`config.mk`:
```
export PLATFORM = sky130hd
export DESIGN_NAME = servant_spi_slave_flat
export DESIGN_NICKNAME = d
export VERILOG_FILES = /design/src/rtl/servant_spi_pkg.sv /design/src/rtl/servant_spi_slave_if.sv /design/src/rtl/servant_spi_sync.sv /design/src/rtl/servant_spi_slave.sv /design/src/flat_wrapper.sv
export SDC_FILE = /design/constraint.sdc
export NUM_CORES = 1
export LEC_CHECK = 0
export ABC_AREA = 1
export BUFFER_PORTS_ARGS = -buffer_cell sky130_fd_sc_hd__buf_2
export CELL_PAD_IN_SITES_DETAIL_PLACEMENT = 1
export CELL_PAD_IN_SITES_GLOBAL_PLACEMENT = 1
export CORE_MARGIN = 8
export CORE_UTILIZATION = 42
export DETAILED_ROUTE_END_ITERATION = 12
export GPL_ROUTABILITY_DRIVEN = 0
export PLACE_DENSITY_LB_ADDON = 0.3
export SLEW_MARGIN = 5
export SYNTH_ARGS = -nofsm -noshare
export SYNTH_HDL_FRONTEND = slang
export SYNTH_SLANG_ARGS = --single-unit
```
`constraint.sdc`:
```
create_clock -name i_clk -period 2.02 [get_ports i_clk]
set_clock_uncertainty 0.05 [all_clocks]
set_input_delay 0.606 -clock i_clk [delete_from_list [all_inputs] [get_ports i_clk]]
set_output_delay 0.606 -clock i_clk [all_outputs]
set_load 0.01 [all_outputs]
```
`src/rtl/servant_spi_pkg.sv`:
```
// Shared opcodes, states and constants
// for the servant SPI RAM front end.
package servant_spi_pkg;

  localparam logic [7:0] CMD_WRITE = 8'h02;
  localparam logic [7:0] CMD_READ  = 8'h03;

  // i_clk must run at least this many times faster than SCLK
  localparam int MIN_OVERSAMPLE = 4;

  typedef enum logic [2:0] {
    IDLE,
    CMD,
    ADDR,
    WDATA,
    RDATA,
    IGNORE
  } state_e;

endpackage

```
`src/rtl/servant_spi_slave_if.sv`:
```
// Byte-wide RAM port between the SPI slave
// and servant_spi_ram.
interface servant_spi_slave_if #(
  parameter int aw = 16
);

  logic [aw-1:0] o_addr;
  logic [7:0]    o_wdata;
  logic          o_we_n;
  logic          o_re;
  logic [7:0]    i_rdata;

  modport master (
    output o_addr,
    output o_wdata,
    output o_we_n,
    output o_re,
    input  i_rdata
  );

  modport slave (
    input  o_addr,
    input  o_wdata,
    input  o_we_n,
    input  o_re,
    output i_rdata
  );

endinterface

```
`src/rtl/servant_spi_sync.sv`:
```
// Two-flop synchronisers for the SPI pins
// plus SCLK edge detection in i_clk.
module servant_spi_sync (
  input  logic i_clk,
  input  logic i_rst,
  input  logic i_sclk,
  input  logic i_cs_n,
  input  logic i_mosi,
  output logic sclk_rise_o,
  output logic sclk_fall_o,
  output logic cs_n_s_o,
  output logic mosi_s_o
);

  logic [2:0] sclk_q;
  logic [1:0] cs_n_q;
  logic [1:0] mosi_q;

  always_ff @(posedge i_clk) begin
    if (i_rst) begin
      sclk_q <= '0;
      cs_n_q <= '1;
      mosi_q <= '0;
    end else begin
      sclk_q <= {sclk_q[1:0], i_sclk};
      cs_n_q <= {cs_n_q[0], i_cs_n};
      mosi_q <= {mosi_q[0], i_mosi};
    end
  end

  // sclk_q[1] is the synced level, sclk_q[2] its previous value
  assign sclk_rise_o = sclk_q[1] & ~sclk_q[2];
  assign sclk_fall_o = ~sclk_q[1] & sclk_q[2];
  assign cs_n_s_o    = cs_n_q[1];
  assign mosi_s_o    = mosi_q[1];

endmodule

```
`src/rtl/servant_spi_slave.sv`:
```
// SPI mode-0 slave decoding serial RAM
// read/write commands onto a byte RAM port.
module servant_spi_slave
  import servant_spi_pkg::*;
#(
  parameter int depth      = 65536,
  parameter int aw         = $clog2(depth),
  parameter int ADDR_BYTES = (aw + 7) / 8
) (
  input  logic i_clk,
  input  logic i_rst,
  input  logic i_sclk,
  input  logic i_cs_n,
  input  logic i_mosi,
  output logic o_miso,
  servant_spi_slave_if.master ram
);

  localparam int AB  = 8 * ADDR_BYTES;
  localparam int ABW = (ADDR_BYTES > 1) ? $clog2(ADDR_BYTES) : 1;

  logic rise, fall, cs_n_s, mosi_s;

  servant_spi_sync u_sync (
    .i_clk      (i_clk),
    .i_rst      (i_rst),
    .i_sclk     (i_sclk),
    .i_cs_n     (i_cs_n),
    .i_mosi     (i_mosi),
    .sclk_rise_o(rise),
    .sclk_fall_o(fall),
    .cs_n_s_o   (cs_n_s),
    .mosi_s_o   (mosi_s)
  );

  state_e        state_q;
  logic [2:0]    bit_q;
  logic [ABW-1:0] abyte_q;
  logic [7:0]    sh_q;
  logic [AB-1:0] ash_q;
  logic [7:0]    tx_q;
  logic          wr_q;
  logic          inc_q;
  logic          miso_q;
  logic [aw-1:0] addr_q;
  logic [7:0]    wdata_q;
  logic          we_n_q;
  logic          re_q;

  logic [7:0]    sh_d;
  logic [AB-1:0] ash_d;

  assign sh_d  = {sh_q[6:0], mosi_s};
  assign ash_d = {ash_q[AB-2:0], mosi_s};

  always_ff @(posedge i_clk) begin
    if (i_rst) begin
      state_q <= IDLE;
      bit_q   <= '0;
      abyte_q <= '0;
      sh_q    <= '0;
      ash_q   <= '0;
      tx_q    <= '0;
      wr_q    <= 1'b0;
      inc_q   <= 1'b0;
      miso_q  <= 1'b0;
      addr_q  <= '0;
      wdata_q <= '0;
      we_n_q  <= 1'b1;
      re_q    <= 1'b0;
    end else begin
      we_n_q <= 1'b1;
      re_q   <= 1'b0;
      // a committed write always advances the address
      if (inc_q) begin
        addr_q <= addr_q + 1'b1;
        inc_q  <= 1'b0;
      end
      if (re_q) tx_q <= ram.i_rdata;
      if (cs_n_s) begin
        state_q <= IDLE;
        bit_q   <= '0;
        abyte_q <= '0;
        miso_q  <= 1'b0;
      end else begin
        unique case (state_q)
          IDLE: begin
            bit_q   <= '0;
            abyte_q <= '0;
            state_q <= CMD;
          end
          CMD: if (rise) begin
            sh_q  <= sh_d;
            bit_q <= bit_q + 3'd1;
            if (bit_q == 3'd7) begin
              abyte_q <= '0;
              if (sh_d == CMD_WRITE) begin
                wr_q    <= 1'b1;
                state_q <= ADDR;
              end else if (sh_d == CMD_READ) begin
                wr_q    <= 1'b0;
                state_q <= ADDR;
              end else begin
                state_q <= IGNORE;
              end
            end
          end
          ADDR: if (rise) begin
            ash_q <= ash_d;
            bit_q <= bit_q + 3'd1;
            if (bit_q == 3'd7) begin
              if (abyte_q == ABW'(ADDR_BYTES - 1)) begin
                addr_q <= ash_d[aw-1:0];
                if (wr_q) begin
                  state_q <= WDATA;
                end else begin
                  re_q    <= 1'b1;
                  state_q <= RDATA;
                end
              end else begin
                abyte_q <= abyte_q + ABW'(1);
              end
            end
          end
          WDATA: if (rise) begin
            sh_q  <= sh_d;
            bit_q <= bit_q + 3'd1;
            if (bit_q == 3'd7) begin
              wdata_q <= sh_d;
              we_n_q  <= 1'b0;
              inc_q   <= 1'b1;
            end
          end
          RDATA: begin
            if (fall) begin
              miso_q <= tx_q[7];
              tx_q   <= {tx_q[6:0], 1'b0};
            end
            if (rise) begin
              bit_q <= bit_q + 3'd1;
              if (bit_q == 3'd7) begin
                addr_q <= addr_q + 1'b1;
                re_q   <= 1'b1;
              end
            end
          end
          IGNORE: miso_q <= 1'b0;
          default: state_q <= IDLE;
        endcase
      end
    end
  end

  assign o_miso      = miso_q;
  assign ram.o_addr  = addr_q;
  assign ram.o_wdata = wdata_q;
  assign ram.o_we_n  = we_n_q;
  assign ram.o_re    = re_q;

endmodule

```
`src/flat_wrapper.sv`:
```
// flat-port wrapper written by rule: the top's interface ports become plain ports
module servant_spi_slave_flat import servant_spi_pkg::*;
#(
  parameter int depth      = 65536,
  parameter int aw         = $clog2(depth),
  parameter int ADDR_BYTES = (aw + 7) / 8
)
  (i_clk, i_rst, i_sclk, i_cs_n, i_mosi, o_miso, ram_o_addr, ram_o_wdata, ram_o_we_n, ram_o_re, ram_i_rdata);
  servant_spi_slave_if #(.aw(aw)) ram_i ();
  input  logic i_clk;
  input  logic i_rst;
  input  logic i_sclk;
  input  logic i_cs_n;
  input  logic i_mosi;
  output logic o_miso;
  output wire logic [$bits(ram_i.o_addr)-1:0] ram_o_addr;
  output wire logic [$bits(ram_i.o_wdata)-1:0] ram_o_wdata;
  output wire logic [$bits(ram_i.o_we_n)-1:0] ram_o_we_n;
  output wire logic [$bits(ram_i.o_re)-1:0] ram_o_re;
  input wire logic [$bits(ram_i.i_rdata)-1:0] ram_i_rdata;
  assign ram_o_addr = ram_i.o_addr;
  assign ram_o_wdata = ram_i.o_wdata;
  assign ram_o_we_n = ram_i.o_we_n;
  assign ram_o_re = ram_i.o_re;
  assign ram_i.i_rdata = ram_i_rdata;
  servant_spi_slave #(.depth(depth), .aw(aw), .ADDR_BYTES(ADDR_BYTES)) u_core (.i_clk(i_clk), .i_rst(i_rst), .i_sclk(i_sclk), .i_cs_n(i_cs_n), .i_mosi(i_mosi), .o_miso(o_miso), .ram(ram_i));
endmodule
```
==> results of run 1 <==
[area by class of cell]
cell class,instances,area share [%]
multi-input combinational,447,46.5
sequential,73,31.9
timing repair buffer,57,7.74
inverter,73,6.05
tap,129,3.52
clock buffer,9,2.70
clock inverter,7,1.66
[metrics by stage]
stage | setup WS [ns] | instance area (um^2) | util, % | instances | hold slack (ns)
after floorplan | 0.326 | 4000 | - | 616 | 0.338
after global placement | 0.228 | 4380 | 47.4 | 779 | 0.342
after detailed placement | 0.114 | 4380 | 47.4 | 779 | 0.357
after CTS | 0.104 | 4580 | 49.5 | 795 | 0.369
after global routing | 0.0107 | 4590 | 49.7 | 795 | 0.375
final | 0.209 | 4590 | 49.7 | 795 | 0.364
[metal layers]
metal | vias up | part of all wire, %
met1 | 1973 | 47
met4 | 0 | 1.3
met3 | 14 | 4.4
met5 | - | 0
li1 | 2070 | -
met2 | 80 | 47
[where the power goes]
part | internal, uW | total (uW) | leakage (uW) | switching (uW)
clock network | 579 | 1190 | 0.0000962 | 611
logic | 32.1 | 91.4 | 0.00150 | 59.3
registers | 1450 | 1450 | 0.000589 | 6.49
total | 2060 | 2730 | 0.00218 | 677
[Yosys cell counts]
| library cell | n |
|---|---|
| a211oi_1 | 5 |
| a21oi_1 | 50 |
| a21oi_2 | 1 |
| a22o_1 | 1 |
| a31oi_1 | 1 |
| a41oi_1 | 1 |
| and2_1 | 1 |
| buf_1 | 2 |
| buf_2 | 6 |
| buf_4 | 4 |
| buf_6 | 4 |
| clkbuf_1 | 7 |
| clkinv_2 | 1 |
| dfxtp_1 | 73 |
| ha_1 | 3 |
| inv_1 | 62 |
| inv_2 | 10 |
| mux2i_1 | 1 |
| nand2_1 | 168 |
| nand2_2 | 3 |
| nand2_4 | 2 |
| nand3_1 | 42 |
| nand4_1 | 3 |
| nor2_1 | 64 |
| nor2_2 | 3 |
| nor2_4 | 5 |
| nor3_1 | 2 |
| nor3_2 | 2 |
| nor3_4 | 2 |
| o211ai_1 | 3 |
| o21a_1 | 1 |
| o21ai_0 | 67 |
| o21ai_1 | 7 |
| o21bai_1 | 2 |
| or2_2 | 2 |
| xnor2_1 | 3 |
| xor2_1 | 2 |
[sequential cells by signal (all words and copies together), names as in the netlist]
name and cells:
u_core.state_q 3, u_core.wr_q 1, u_core.sh_q 7, u_core.abyte_q 1, u_core.ram.o_we_n 1, u_core.u_sync.cs_n_q 2
u_core.inc_q 1, u_core.tx_q 8, u_core.o_miso 1, u_core.bit_q 3, u_core.ram.o_addr 16, u_core.ram.o_wdata 8
u_core.u_sync.sclk_q 3, u_core.u_sync.mosi_q 2, u_core.ram.o_re 1, u_core.ash_q 15
[critical path, cell delays in order (launching register included)]
cell	delay [ns]
dfxtp_1	0.44
nand2_1	0.17
inv_1	0.09
nand2_1	0.08
nor2_1	0.28
nand3_1	0.16
nand3_1	0.16
nand3_1	0.08
nand2_1	0.08
nand2_1	0.05
nand2_1	0.05
nand2_1	0.04
[repair_timing]
| item | in CTS | in global routing |
|---|---|---|
| hold endpoints to repair | 0 | 0 |
| hold buffers | 0 | 0 |
| buffers inserted | 0 | 0 |
| gates resized for setup | 0 | 4 |
| endpoints found under the setup margin | 0 | 10 |
[cell families after synthesis]
family	Yosys count	synth area share (%)
and+or+nand+nor	299	32.4
AOI/OAI and AO/OA	139	18.4
buffers and inverters	96	10.4
DFF	73	36.5
xor gates and xnor gates	5	1.09
adders and majority gates	3	0.938
muxes	1	0.250
[final timing paths]
check                                          start                                 end  slack, ns
setup / recovery     u_core.ram.o_addr[3]$_SDFF_PP0_    u_core.ram.o_addr[11]$_SDFF_PP0_       0.21
hold / removal    u_core.u_sync.mosi_q[0]$_SDFF_PP0_  u_core.u_sync.mosi_q[1]$_SDFF_PP0_       0.36
setup reg to reg     u_core.ram.o_addr[3]$_SDFF_PP0_    u_core.ram.o_addr[11]$_SDFF_PP0_       0.21
hold reg to reg   u_core.u_sync.mosi_q[0]$_SDFF_PP0_  u_core.u_sync.mosi_q[1]$_SDFF_PP0_       0.36
==> flow_metrics.env, run 1 <==
export IMPL_syn_cell_area_um2=4000
export IMPL_maxSlewHeadroom_pct=61.6
export IMPL_grt_total_usage_pct=20.0
export IMPL_rows=35
export IMPL_clock_tree_htree_level_count=3
export IMPL_grt_met2_usage_pct=33.3
export IMPL_clockRootBuffer="clkbuf_8"
export IMPL_area_of_the_die_um2=12900
export IMPL_setup_worst_path_class="reg -> reg"
export IMPL_layout_area_overhead_vs_synth_pct=14.7
export IMPL_grt_busiest_layer="met2"
export IMPL_layout_cells_most_common_list="168 x nand2_1, 73 x dfxtp_1, 67 x o21ai_0"
export IMPL_initial_core_utilization_pct=43.3
export IMPL_critical_path_max_fanout=5
export IMPL_synth_top_area_share_pct=36.5
export IMPL_gr_total_overflow=0
export IMPL_holdPathStages=2
export IMPL_tritoncts="yes"
export IMPL_postSynthRegisterBits=73
export IMPL_seqCellArea_um2=1460
export IMPL_drtPass1Iterations=4
export IMPL_ir_worst_vdd_v=0.000365
export IMPL_core_area_um2=9240
export IMPL_run_status="complete, no violations"
export IMPL_routed_wl_mm=12.3
export IMPL_fp_dieH_um=114
export IMPL_final_net_count=677
export IMPL_timing_worst_slew_pin_value_ns=0.575
export IMPL_finalCriticalPeriod_ns=1.81
export IMPL_io_pins=40
export IMPL_max_buffers_root_to_sink=2
export IMPL_route_vias_total=4137
export IMPL_pwr_density_cell_nw_per_um2=596
export IMPL_synth_yosys_warnings=0
export IMPL_grt_pass1_vias=4287
export IMPL_setup_violations=0
export IMPL_grt_util_met3_pct=3.49
export IMPL_netlist_top_cells_area="dfxtp_1 37%, nand2_1 16%, o21ai_0 8.4%"
export IMPL_timing_final_crit_share_pct=89.6
export IMPL_final_common_cell="nand2_1"
export IMPL_data_required_critical_path_ns=2.23
export IMPL_grt_antenna_before_repair=0
export IMPL_synth_seq_area_share_pct=36.5
export IMPL_iter_0_drt_violations=185
export IMPL_use_met1_pct=25.6
export IMPL_detail_route_vias_per_cell=5.20
export IMPL_port_buffers=39
export IMPL_hold_path_class="reg -> reg"
export IMPL_multiInputGateArea_um2=2130
export IMPL_synthesis_area_per_instance_um2=6.49
export IMPL_hpwl_mm=9.20
export IMPL_grt_max_degree=25
export IMPL_cts_num_sinks=73
export IMPL_startpoint_type="flip-flop"
export IMPL_finalPower_uw=2730
export IMPL_synthesis_nets=632
export IMPL_detail_route_drc_violations=0
export IMPL_number_of_instances_in_the_synthesized_netlist=616
export IMPL_r2r_cells=11
export IMPL_p_leak_uw=0.00218
export IMPL_critical_path_arrival_ns=2.02
export IMPL_timing_fmax_ghz=0.552
export IMPL_drive_gt1_share_pct=15.8
export IMPL_route_detailed_wl_per_inst_um=15.5
export IMPL_maxSlewViolCount=0
export IMPL_total_neg_setup_slack_ns=0
export IMPL_post_synth_top_area_cell="dfxtp_1"
export IMPL_worstSkewPairLatency_ns=0.36
export IMPL_ys_types=37
export IMPL_cts_buf_count=9
export IMPL_die_x_um=114
export IMPL_cts_reportedPaths_clkPinSlew_ns=0.09
export IMPL_n_antenna_cell=0
export IMPL_grt_setup_unrepaired="no"
export IMPL_hold_viol=0
export IMPL_drv_max_cap_violation_count=0
export IMPL_ant_nets=0
export IMPL_layout_filler_cells=1292
export IMPL_worstSetupEndpointType="flip-flop"
export IMPL_grt_pass1_wl_mm=21.2
(Power assumes the default switching activity.)
==> run 2, diff against run 1 <==
CORE_MARGIN = default   (was 8)
CORE_UTILIZATION = 41   (was 42)
REMOVE_ABC_BUFFERS = 1   (was default)
SYNTH_HIERARCHICAL = 1   (was default)
==> flow_metrics.env, run 2 <==
export IMPL_run_status="complete, no violations"
export IMPL_ys_types=36
export IMPL_rows=35
export IMPL_timing_fmax_ghz=0.537
export IMPL_drv_max_cap_violation_count=0
export IMPL_area_of_the_die_um2=9900
export IMPL_final_net_count=677
export IMPL_max_reg_flops=16
export IMPL_fp_dieH_um=99.5
export IMPL_route_vias_total=4085
export IMPL_drtPass1Iterations=4
export IMPL_grt_setup_unrepaired="no"
export IMPL_number_of_instances_in_the_synthesized_netlist=614
export IMPL_detail_route_vias_per_cell=5.14
export IMPL_worstSetupEndpointType="flip-flop"
export IMPL_synth_seq_area_share_pct=37.5
export IMPL_finalCriticalPeriod_ns=1.86
export IMPL_cts_reportedPaths_clkPinSlew_ns=0.08
export IMPL_total_neg_setup_slack_ns=0
export IMPL_worstSkewPairLatency_ns=0.36
export IMPL_netlist_top_cells_area="dfxtp_1 37%, nand2_1 16%, o21ai_0 8.3%"
export IMPL_port_buffers=39
export IMPL_sequentialPowerShare_pct=57.4
export IMPL_gr_total_overflow=0
export IMPL_p_leak_uw=0.00217
export IMPL_layout_area_overhead_vs_synth_pct=14.6
export IMPL_tritoncts="yes"
export IMPL_critical_path_arrival_ns=2.12
export IMPL_timing_final_crit_share_pct=92.2
export IMPL_synthesis_area_per_instance_um2=6.35
export IMPL_hpwl_mm=8.66
export IMPL_startpoint_type="flip-flop"
export IMPL_n_antenna_cell=0
export IMPL_critical_path_reg2reg_endpoint="u_core/ram.o_re$_SDFF_PP0_"
export IMPL_maxSlewHeadroom_pct=65.3
export IMPL_core_area_um2=9240
export IMPL_grt_total_usage_pct=25.6
export IMPL_pwr_density_cell_nw_per_um2=565
export IMPL_layout_cells_most_common_list="164 x nand2_1, 81 x nor2_1, 71 x dfxtp_1"
export IMPL_synth_common_cells="164 x nand2_1, 83 x nor2_1, 73 x dfxtp_1"
export IMPL_synth_top_flop_cell="dfxtp_1"
export IMPL_cts_hold_buf=0
export IMPL_drive_gt1_share_pct=14.7
export IMPL_iter_0_drt_violations=214
export IMPL_io_pins=40
export IMPL_worst_r2r_setup_slack_ns=0.16
export IMPL_timing_worst_slew_pin_value_ns=0.520
export IMPL_final_core_util_pct=48.3
export IMPL_comb_power_share_pct=3.0
export IMPL_route_detailed_wl_per_inst_um=14.9
export IMPL_critical_path_max_fanout=18
export IMPL_r2r_cells=6
export IMPL_routed_wl_mm=11.8
export IMPL_grt_pass1_vias=4134
export IMPL_power_frac_clock_pct=39.5
export IMPL_grt_antenna_before_repair=0
export IMPL_post_synth_top_area_cell="dfxtp_1"
export IMPL_clock_tree_htree_level_count=3
export IMPL_initial_core_utilization_pct=42.2
export IMPL_cts_resized=0
export IMPL_synthMostInstantiatedCell="nand2_1"
export IMPL_postSynthRegisterBits=73
export IMPL_worst_setup_path_endpoint="u_core/ram.o_re$_SDFF_PP0_"
export IMPL_detail_route_drc_violations=0
export IMPL_setup_violations=0
export IMPL_die_x_um=99.5
export IMPL_cts_setup_buffers=0
export IMPL_synth_top_area_share_pct=37.5
export IMPL_maxSlewViolCount=0
export IMPL_hold_viol=0
export IMPL_synth_edf_count=0
export IMPL_final_common_cell="nand2_1"
export IMPL_power_switching_fraction_pct=24.7
export IMPL_synth_yosys_warnings=6
export IMPL_postSynth_asyncResetShare_pct=0
export IMPL_clockRootBuffer="clkbuf_8"
export IMPL_syn_cell_area_um2=3900
export IMPL_p_int_uw=1900
export IMPL_hold_path_class="reg -> reg"
export IMPL_max_buffers_root_to_sink=2
export IMPL_cts_num_sinks=73
export IMPL_critical_path_reg2reg_startpoint="u_core/bit_q[0]$_SDFFE_PP0P_"
export IMPL_grt_max_degree=40
export IMPL_grt_pass1_wl_mm=20.1
export IMPL_cts_buf_count=9
export IMPL_power_net_switching_uw=623
export IMPL_ir_worst_vdd_v=0.000385
export IMPL_startpoint="u_core/bit_q[0]$_SDFFE_PP0P_"
export IMPL_data_required_critical_path_ns=2.27
export IMPL_setup_worst_path_class="reg -> reg"
export IMPL_ant_nets=0
run 2: worst min-delay path by stage:
stage / from / to / slack (ns) / depth (start not counted)
3_5_place_dp: u_core/u_sync/mosi_q[0]$_SDFF_PP0_ / u_core/u_sync/mosi_q[1]$_SDFF_PP0_ / 0.35 / 2
6_report: u_core/u_sync/sclk_q[0]$_SDFF_PP0_ / u_core/u_sync/sclk_q[1]$_SDFF_PP0_ / 0.36 / 2
5_1_grt: u_core/u_sync/mosi_q[0]$_SDFF_PP0_ / u_core/u_sync/mosi_q[1]$_SDFF_PP0_ / 0.38 / 2
3_3_place_gp: u_core/u_sync/mosi_q[0]$_SDFF_PP0_ / u_core/u_sync/mosi_q[1]$_SDFF_PP0_ / 0.34 / 2
2_1_floorplan: u_core/u_sync/cs_n_q[0]$_SDFF_PP1_ / u_core/u_sync/cs_n_q[1]$_SDFF_PP1_ / 0.34 / 2
4_1_cts: u_core/u_sync/mosi_q[0]$_SDFF_PP0_ / u_core/u_sync/mosi_q[1]$_SDFF_PP0_ / 0.36 / 2
run 2: worst max-delay path, stage by stage (launching register included):
cell and delay [ns]:
dfxtp_1 0.36, ha_1 0.16, ha_1 0.19, nand2_1 0.11, buf_4 0.22, a2111oi_1 0.50
buf_4 0.20
run 2: per-layer routing:
layer  track usage (%)  part of all wire, %  vias up  routed length [um]
met3              3.37                  4.5       13                 531
li1                  -                    -     2057                   -
met2              41.6                   47       91                5540
met5                 0                    0        -                   0
met1              34.9                   48     1924                5630
met4              8.94                  1.1        0                 135
run 2: cells by family (layout without fill, tap and decap cells):
family	after synthesis	in the layout	share of synthesized area [%]
simple gates	303	303	32.1
compound gates	136	136	18.4
buf+inv	94	145	9.86
flops	73	73	37.5
xor+xnor	5	5	1.12
fa+ha+maj	3	3	0.963
run 2: cell type report:
class	count	area, um^2
Clock buffer	9	124
Clock inverter	6	36.3
Fill cell	1296	4770
Inverter	72	284
Multi-Input combinational cell	447	2060
Sequential cell	73	1460
Tap cell	129	161
Timing Repair Buffer	58	338
run 2: per-stage QoR:
step / area, um^2 / total power (uW) / hold slack [ns] / instances / worst slack, ns
after global routing: 4470 / 2620 / 0.380 / 794 / 0.0110
final: 4470 / 2520 / 0.363 / 794 / 0.158
after detailed placement: 4290 / 1560 / 0.353 / 779 / 0.0379
after CTS: 4450 / 2550 / 0.364 / 794 / 0.00342
after global placement: 4290 / 1560 / 0.340 / 779 / 0.0105
after floorplan: 3790 / 1520 / 0.336 / 592 / 0.0506
run 2: power groups by stage:
stage	Sequential (uW)	Combinational [uW]	Clock [uW]
after floorplan	1480	37.6	0
after global placement	1480	72.1	0
after detailed placement	1480	75.4	0
after CTS	1450	75.9	1030
after global routing	1450	85.3	1080
final	1450	76.8	998
